$ cat config.mk
export PLATFORM = sky130hd
export DESIGN_NAME = adrv9001_gpio_in_capture_flat
export DESIGN_NICKNAME = d
export VERILOG_FILES = /design/src/rtl/adrv9001_gpio_in_capture_if.sv /design/src/rtl/adrv9001_gpio_in_capture.sv /design/src/flat_wrapper.sv
export SDC_FILE = /design/constraint.sdc
export NUM_CORES = 1
export LEC_CHECK = 0
export CAP_MARGIN = 30
export CORE_UTILIZATION = 49
export CTS_CLUSTER_SIZE = 16
export DETAILED_ROUTE_END_ITERATION = 10
export PLACE_DENSITY_LB_ADDON = 0.08
export SYNTH_ARGS = -nofsm -noshare
export SYNTH_HDL_FRONTEND = slang
export SYNTH_SLANG_ARGS = --single-unit
$ cat constraint.sdc
create_clock -name clk -period 9.2 [get_ports clk]
set_input_delay 1.84 -clock clk [delete_from_list [all_inputs] [get_ports clk]]
set_output_delay 1.84 -clock clk [all_outputs]
set_load 0.005 [all_outputs]
$ cat src/rtl/adrv9001_gpio_in_capture_if.sv
// adrv9001_gpio_in_capture_if: pad inputs, PS GPIO buses, edge masks and status/interrupt outputs of the GPIO input capture block.
interface adrv9001_gpio_in_capture_if;
    logic [11:0] dgpio_in;
    logic        irq_in;
    logic [17:0] gpio_tri_o;
    logic [17:0] gpio_tri_i;
    logic [12:0] rise_mask;
    logic [12:0] fall_mask;
    logic [12:0] status_clr;
    logic [12:0] status;
    logic        irq;
    logic [31:0] ts_first;
    modport master (
        output dgpio_in, irq_in, gpio_tri_o, rise_mask, fall_mask, status_clr,
        input  gpio_tri_i, status, irq, ts_first
    );
    modport slave (
        input  dgpio_in, irq_in, gpio_tri_o, rise_mask, fall_mask, status_clr,
        output gpio_tri_i, status, irq, ts_first
    );
endinterface

$ cat src/rtl/adrv9001_gpio_in_capture.sv
// adrv9001_gpio_in_capture: synchronizes and debounces DGPIO/IRQ pads, latches masked edges into W1C status with a level irq.
// Optional PIN_IRQ_TIMESTAMP_EN adds a free-running counter that stamps the first event into ts_first.
module adrv9001_gpio_in_capture #(
    parameter int SYNC_STAGES     = 2,
    parameter int DEBOUNCE_CYCLES = 4
) (
    input logic clk,
    input logic rst,
    adrv9001_gpio_in_capture_if.slave bus
);
    localparam int N     = 13;
    localparam int CNT_W = DEBOUNCE_CYCLES < 1 ? 1 : $clog2(DEBOUNCE_CYCLES + 1);

    logic [SYNC_STAGES-1:0][N-1:0] sync_q;
    logic [N-1:0] pad, syn, filt, filt_d, rise, fall, status_q, status_nxt;
    logic         irq_q;

    assign pad = {bus.irq_in, bus.dgpio_in};
    assign syn = sync_q[SYNC_STAGES-1];

    always_ff @(posedge clk or posedge rst) begin
        if (rst) sync_q <= '0;
        else     sync_q <= {sync_q[SYNC_STAGES-2:0], pad};
    end

    if (DEBOUNCE_CYCLES == 0) begin : g_bypass
        assign filt = syn;
    end else begin : g_debounce
        logic [N-1:0][CNT_W-1:0] cnt;
        // cnt counts consecutive synced cycles that disagree with filt; it is cleared before it can reach DEBOUNCE_CYCLES
        always_ff @(posedge clk or posedge rst) begin
            if (rst) begin
                cnt  <= '0;
                filt <= '0;
            end else begin
                for (int b = 0; b < N; b++) begin
                    if (syn[b] == filt[b]) begin
                        cnt[b] <= '0;
                    end else if (cnt[b] == CNT_W'(DEBOUNCE_CYCLES - 1)) begin
                        filt[b] <= syn[b];
                        cnt[b]  <= '0;
                    end else begin
                        cnt[b] <= cnt[b] + 1'b1;
                    end
                end
            end
        end
    end

    assign rise       = filt & ~filt_d & bus.rise_mask;
    assign fall       = ~filt & filt_d & bus.fall_mask;
    assign status_nxt = (status_q & ~bus.status_clr) | rise | fall;

    always_ff @(posedge clk or posedge rst) begin
        if (rst) begin
            filt_d   <= '0;
            status_q <= '0;
            irq_q    <= 1'b0;
        end else begin
            filt_d   <= filt;
            status_q <= status_nxt;
            irq_q    <= |status_q;
        end
    end

`ifdef PIN_IRQ_TIMESTAMP_EN
    logic [31:0] tcnt, ts_q;
    always_ff @(posedge clk or posedge rst) begin
        if (rst) begin
            tcnt <= '0;
            ts_q <= '0;
        end else begin
            tcnt <= tcnt + 32'd1;
            if (status_q == '0 && status_nxt != '0) ts_q <= tcnt;
        end
    end
    assign bus.ts_first = ts_q;
`else
    assign bus.ts_first = 32'h0;
`endif

    assign bus.gpio_tri_i = {bus.gpio_tri_o[17:13], filt};
    assign bus.status     = status_q;
    assign bus.irq        = irq_q;
endmodule

$ cat src/flat_wrapper.sv
// flat-port wrapper written by rule: the top's interface ports become plain ports
module adrv9001_gpio_in_capture_flat 
#(
    parameter int SYNC_STAGES     = 2,
    parameter int DEBOUNCE_CYCLES = 4
)
  (clk, rst, bus_dgpio_in, bus_irq_in, bus_gpio_tri_o, bus_rise_mask, bus_fall_mask, bus_status_clr, bus_gpio_tri_i, bus_status, bus_irq, bus_ts_first);
  adrv9001_gpio_in_capture_if bus_i ();
  input logic clk;
  input logic rst;
  input wire logic [$bits(bus_i.dgpio_in)-1:0] bus_dgpio_in;
  input wire logic [$bits(bus_i.irq_in)-1:0] bus_irq_in;
  input wire logic [$bits(bus_i.gpio_tri_o)-1:0] bus_gpio_tri_o;
  input wire logic [$bits(bus_i.rise_mask)-1:0] bus_rise_mask;
  input wire logic [$bits(bus_i.fall_mask)-1:0] bus_fall_mask;
  input wire logic [$bits(bus_i.status_clr)-1:0] bus_status_clr;
  output wire logic [$bits(bus_i.gpio_tri_i)-1:0] bus_gpio_tri_i;
  output wire logic [$bits(bus_i.status)-1:0] bus_status;
  output wire logic [$bits(bus_i.irq)-1:0] bus_irq;
  output wire logic [$bits(bus_i.ts_first)-1:0] bus_ts_first;
  assign bus_i.dgpio_in = bus_dgpio_in;
  assign bus_i.irq_in = bus_irq_in;
  assign bus_i.gpio_tri_o = bus_gpio_tri_o;
  assign bus_i.rise_mask = bus_rise_mask;
  assign bus_i.fall_mask = bus_fall_mask;
  assign bus_i.status_clr = bus_status_clr;
  assign bus_gpio_tri_i = bus_i.gpio_tri_i;
  assign bus_status = bus_i.status;
  assign bus_irq = bus_i.irq;
  assign bus_ts_first = bus_i.ts_first;
  adrv9001_gpio_in_capture #(.SYNC_STAGES(SYNC_STAGES), .DEBOUNCE_CYCLES(DEBOUNCE_CYCLES)) u_core (.clk(clk), .rst(rst), .bus(bus_i));
endmodule
==> flow_summary.ini, run 1 <==
[synthesis]
yosysTopAreaCell = dfrtp_1
ys.flop_type = dfrtp_1
ys_async_sr_fraction_pct = 100
synth-seq-cells = 105
synth_edf_count = 0
syn_inst = 292
syn_area_per_cell_sq_um = 13.8
synthTopCellsByCount = dfrtp_1, buf_4, nor3b_1
yosys_warnings = 0
yosysTopAreaCellShare_pct = 65.2
synth_area_leaders = dfrtp_1, buf_4, ha_1
synth_cell_types = 19
ys_seq_area_share_pct = 65.2
yosysMostFrequentCell = dfrtp_1
syn_area_sq_um = 4030

[cells_and_area]
final_util_pct = 63.4
final_cells = 483
n_antenna_cell = 0
design_area_sq_um = 4980
syn_to_final_growth_pct = 23.5
layout-drive-gt1-share_pct = 8.92
num-nets-final = 463

[clock_network]
clockRootBuffer = clkbuf_8
clock_latency_ps = 360
hold_buffers = 0
numCtsBuffers = 9
cts_max_path_buffers = 2
cts_resized = 0
postCtsSetupRepairBufs = 0
cts_sinks = 105
htreeDepth = 3
clk_pin_slew_worst_paths_ps = 90
cts_tree = yes

[timing]
hold_viol_final = 0
fin_crit_sh_pct = 40.0
relSlewSlack_pct = 45.8
max_freq_mhz = 272
setup_viol = 0
finalSetupTns_ps = 0
slew_violations = 0
layout_setup_ws_ps = 5520
grt_setup_unrepaired = no
layout_min_cycle_time_ps = 3680
holdWs_ps = 348
worst_slew_pin_slew_ps = 813
finalClockSkew_ps = 8.01

[run_status]
status = finished, final reports clean

[placement]
placed_cell_area_sq_um = 4810
dp_cells = 469
post-place-ws_ps = 5520
io_buffer_count = 80
hpwl_um = 4290
place_congestion = 0.665

[flow_run]
max-cap-violations = 0

[power_and_ir_drop]
p_comb_share_pct = 28.0
cellPowerDensity_nw_per_um2 = 266
p_clk_share_pct = 18.8
leakage_nw = 2.21
netSwitchingFraction_pct = 28.6
power.share.sequential_pct = 53.2
internal-power_mw = 0.948
p_sw_mw = 0.379
vdd_drop_max_uv = 127
power_mw = 1.33

[critical_path]
end_kind = primary output
cp_data_required_time_ps = 7360
crit_type = input pin to primary output
cp-start-kind = input pin
path_max_fanout = 1
arrival_ps = 1840

[global_routing]
grt_pass1_vias = 2382
antenna_found_initial = 0
grt_pass1_wl_um = 10400
grtUsageTotal_pct = 15.8
grt_max_degree = 70
gr-total-overflow = 0

[die]
dieWidth_um = 92.7
initial_core_util_pct = 51.4
ioPinCount = 136
die_y_um = 92.7
row_count = 32
die_area_sq_um = 8590
core_area_sq_um = 7850

[detailed_routing]
post_drt_via_cell_ratio = 4.86
first_pass_iters = 4
postRouteAntennaNets = 0
wl_per_cell_um = 12.4
drt_wl_total_um = 5980
drt_iter0_markers = 74
vias = 2348
drc_errors = 0

[worst_hold_path]
hp-class = flip-flop to flip-flop
==> cells by family (layout without fill, tap and decap cells) <==
kind of cell	Yosys count	count (layout)	synth area share (%)
compound gates	13	13	2.54
xor+xnor	13	13	2.82
fa+ha+maj	13	13	4.03
buf+inv	42	100	7.36
flops	105	105	65.2
mux	13	13	3.63
other cells	1	32	0.0930
simple gates	92	92	14.3
==> cell usage in the layout, fill, tap and decap left out, drive strengths merged <==
cell,instances
ha,13
nor2,1
nand4,1
clkbuf,12
nor4,2
clkinvlp,2
inv,5
buf,1
clkdlybuf4s50,80
nand2,13
dfrtp,105
nor3b,19
nor3,14
nand3b,13
xnor2,13
mux2,13
nor2b,20
o221ai,4
nand2b,9
conb,32
o211ai,9
==> final cells by class <==
class	instances	area, sq um
Tap cell	102	128
Multi-Input combinational cell	176	1220
Clock inverter	2	15.0
Inverter	5	21.3
Timing Repair Buffer	81	808
Clock buffer	12	155
Fill cell	640	2870
Sequential cell	105	2630
==> per-layer routing <==
metal | up-vias | share of wire (%) | track usage (%)
met5 | - | 0 | 0
met1 | 1157 | 43 | 19.8
li1 | 1094 | - | -
met3 | 11 | 6.9 | 5.50
met4 | 0 | 1.4 | 5.77
met2 | 86 | 49 | 25.6
==> worst paths after layout <==
kind	depth (start not counted)	to	startpoint	slack [ps]
min in group asynchronous	2	u_core.filt_d[9]	rst	1840
max	0	bus_gpio_tri_i[16]	bus_gpio_tri_o[16]	5520
min	0	u_core.syn[1]	u_core.sync_q[1]	350
max in group asynchronous	3	u_core.g_debounce.cnt[23]	rst	6180
min reg2reg	0	u_core.syn[1]	u_core.sync_q[1]	350
max reg2reg	3	u_core.filt[8]	u_core.g_debounce.cnt[24]	8010
==> power groups by stage <==
stage / combinational, mW / clock, mW / sequential [mW]
2_1_floorplan: 0.215 / 0 / 0.695
3_3_place_gp: 0.369 / 0 / 0.712
3_5_place_dp: 0.377 / 0 / 0.719
4_1_cts: 0.380 / 0.261 / 0.711
5_1_grt: 0.422 / 0.277 / 0.728
6_report: 0.371 / 0.250 / 0.706
==> registers in the layout (all words and copies together) (netlist names) <==
signal                 cells
u_core.filt               13
u_core.syn                13
u_core.sync_q             13
u_core.bus.irq             1
u_core.filt_d             13
u_core.g_debounce.cnt     39
u_core.bus.status         13
Power figures use the tool's default switching activity.
==> run 2: changes to the inputs <==
--- a/config.mk
+++ b/config.mk
@@ -6,7 +6,7 @@
 export NUM_CORES = 1
 export LEC_CHECK = 0
 export CAP_MARGIN = 30
-export CORE_UTILIZATION = 49
+export CORE_UTILIZATION = 45
 export CTS_CLUSTER_SIZE = 16
 export DETAILED_ROUTE_END_ITERATION = 10
 export PLACE_DENSITY_LB_ADDON = 0.08
==> constraint.sdc (replaced) <==
create_clock -name clk -period 3.41 [get_ports clk]
set_input_delay 0.682 -clock clk [delete_from_list [all_inputs] [get_ports clk]]
set_output_delay 0.682 -clock clk [all_outputs]
set_load 0.005 [all_outputs]
==> flow_summary.ini, run 2 (synthesis gave the netlist of run 1 again) <==
[global_routing]
grtUsageTotal_pct = 13.3
antenna_found_initial = 0
grt_use_met2_pct = 20.9
grt_max_degree = 56
grt_pass1_vias = 2190
grt_pass1_wl_um = 9840
grtUsageMet1_pct = 16.8
gr-total-overflow = 0
top_usage_layer = met2
use_met3_pct = 3.90

[clock_network]
clockRootBuffer = clkbuf_8
cts_resized = 0
postCtsSetupRepairBufs = 0
cts_tree = yes
numCtsBuffers = 9
htreeDepth = 3
hold_buffers = 0
clock_latency_ps = 350
cts_sinks = 105
cts_max_path_buffers = 2
clk_pin_slew_worst_paths_ps = 100

[timing]
hold_viol_final = 0
max_freq_mhz = 491
setup_viol = 0
worst_slew_pin_slew_ps = 645
relSlewSlack_pct = 56.9
finalSetupTns_ps = 0
fin_crit_sh_pct = 59.7
holdWs_ps = 354
slew_violations = 0
finalClockSkew_ps = 14.3
grt_setup_unrepaired = no
layout_min_cycle_time_ps = 2040

[detailed_routing]
postRouteAntennaNets = 0
drt_wl_total_um = 5660
wl_per_cell_um = 11.5
first_pass_iters = 6
drt_iter0_markers = 28
vias = 2262
post_drt_via_cell_ratio = 4.60
drc_errors = 1

[critical_path]
arrival_ps = 1350
slowest_stage = clkdlybuf4s50_1
slowest_delay_ps = 550
worstSetupPathDepth = 1
cp-start-kind = flip-flop
path_max_fanout = 6
path_delay_family = buffers and inverters
cp_num_buf_inv = 1
ff2ff_setup_slack_ps = 2220
worstRegToRegCells = 3
crit_type = flip-flop to primary output
end_kind = primary output
crit_path_cell_trace = clkdlybuf4s50_1
cp_data_required_time_ps = 2730

[power_and_ir_drop]
netSwitchingFraction_pct = 29.0
leakage_nw = 2.24
power.share.sequential_pct = 52.1
vdd_drop_max_uv = 322
p_sw_mw = 1.06
internal-power_mw = 2.58
p_clk_share_pct = 20.2
power_mw = 3.63
p_comb_share_pct = 27.7
cellPowerDensity_nw_per_um2 = 722

[cells_and_area]
design_area_sq_um = 5030
regArea_sq_um = 2630
syn_to_final_growth_pct = 24.9
layout-drive-gt1-share_pct = 9.90
layout_common_cells = dfrtp_1, clkdlybuf4s50_1, conb_1
regMostFlops = u_core.g_debounce.cnt
final_common_cell = dfrtp_1
n_antenna_cell = 0
fillers = 735
final_util_pct = 58.0
largest_register_ffs = 39
num-nets-final = 464
multiInputGateArea_sq_um = 1220

[die]
ioPinCount = 136
core_area_sq_um = 8680
die_area_sq_um = 9340
initial_core_util_pct = 46.5
die_y_um = 96.7
row_count = 34
dieWidth_um = 96.7

[placement]
place_congestion = 0.667
io_buffer_count = 80
placed_cell_area_sq_um = 4840
hpwl_um = 4140

[run_status]
status = finished with violations
violations = DRC

[worst_hold_path]
hold_depth = 0
hp-class = flip-flop to flip-flop

[flow_run]
max-cap-violations = 0
run 2: per-layer routing:
layer | wire length, um | up-vias
met4 | 103 | 0
li1 | - | 1101
met2 | 2640 | 73
met1 | 2580 | 1077
met5 | 0 | -
met3 | 335 | 11
run 2: worst reg2reg max path, cell delays in order (launching register included):
cell     delay (ps)
dfrtp_1         370
ha_1            170
nor2b_1         190
mux2_2          350
run 2: metrics by stage:
step           cells  setup slack (ps)
2_1_floorplan    323              1470
3_5_place_dp     476              1520
3_3_place_gp     476              1510
4_1_cts          492              1350
5_1_grt          492              1270
6_report         492              1370
run 2: path summary, 6_finish.rpt:
path | startpoint | to
max reg2reg | u_core.g_debounce.cnt[30] | u_core.filt[10]
max | u_core.filt[1] | bus_gpio_tri_i[1]
max in group asynchronous | rst | u_core.g_debounce.cnt[12]
min reg2reg | u_core.sync_q[6] | u_core.syn[6]
min | u_core.sync_q[6] | u_core.syn[6]
min in group asynchronous | rst | u_core.bus.status[2]
run 2: layout make-up:
type,instances,area share [%]
sequential,105,52.2
tap,108,2.68
timing repair buffer,82,16.5
clock inverter,5,0.919
multi-input combinational,176,24.3
clock buffer,11,3.01
inverter,5,0.447
run 2: power groups by stage:
stage | logic (mW) | clock network (mW) | registers, mW
global route | 1.13 | 0.816 | 1.95
global placement | 1.00 | 0 | 1.91
detailed placement | 1.02 | 0 | 1.93
CTS | 1.03 | 0.766 | 1.90
finish | 1.01 | 0.736 | 1.89
floorplan | 0.579 | 0 | 1.88
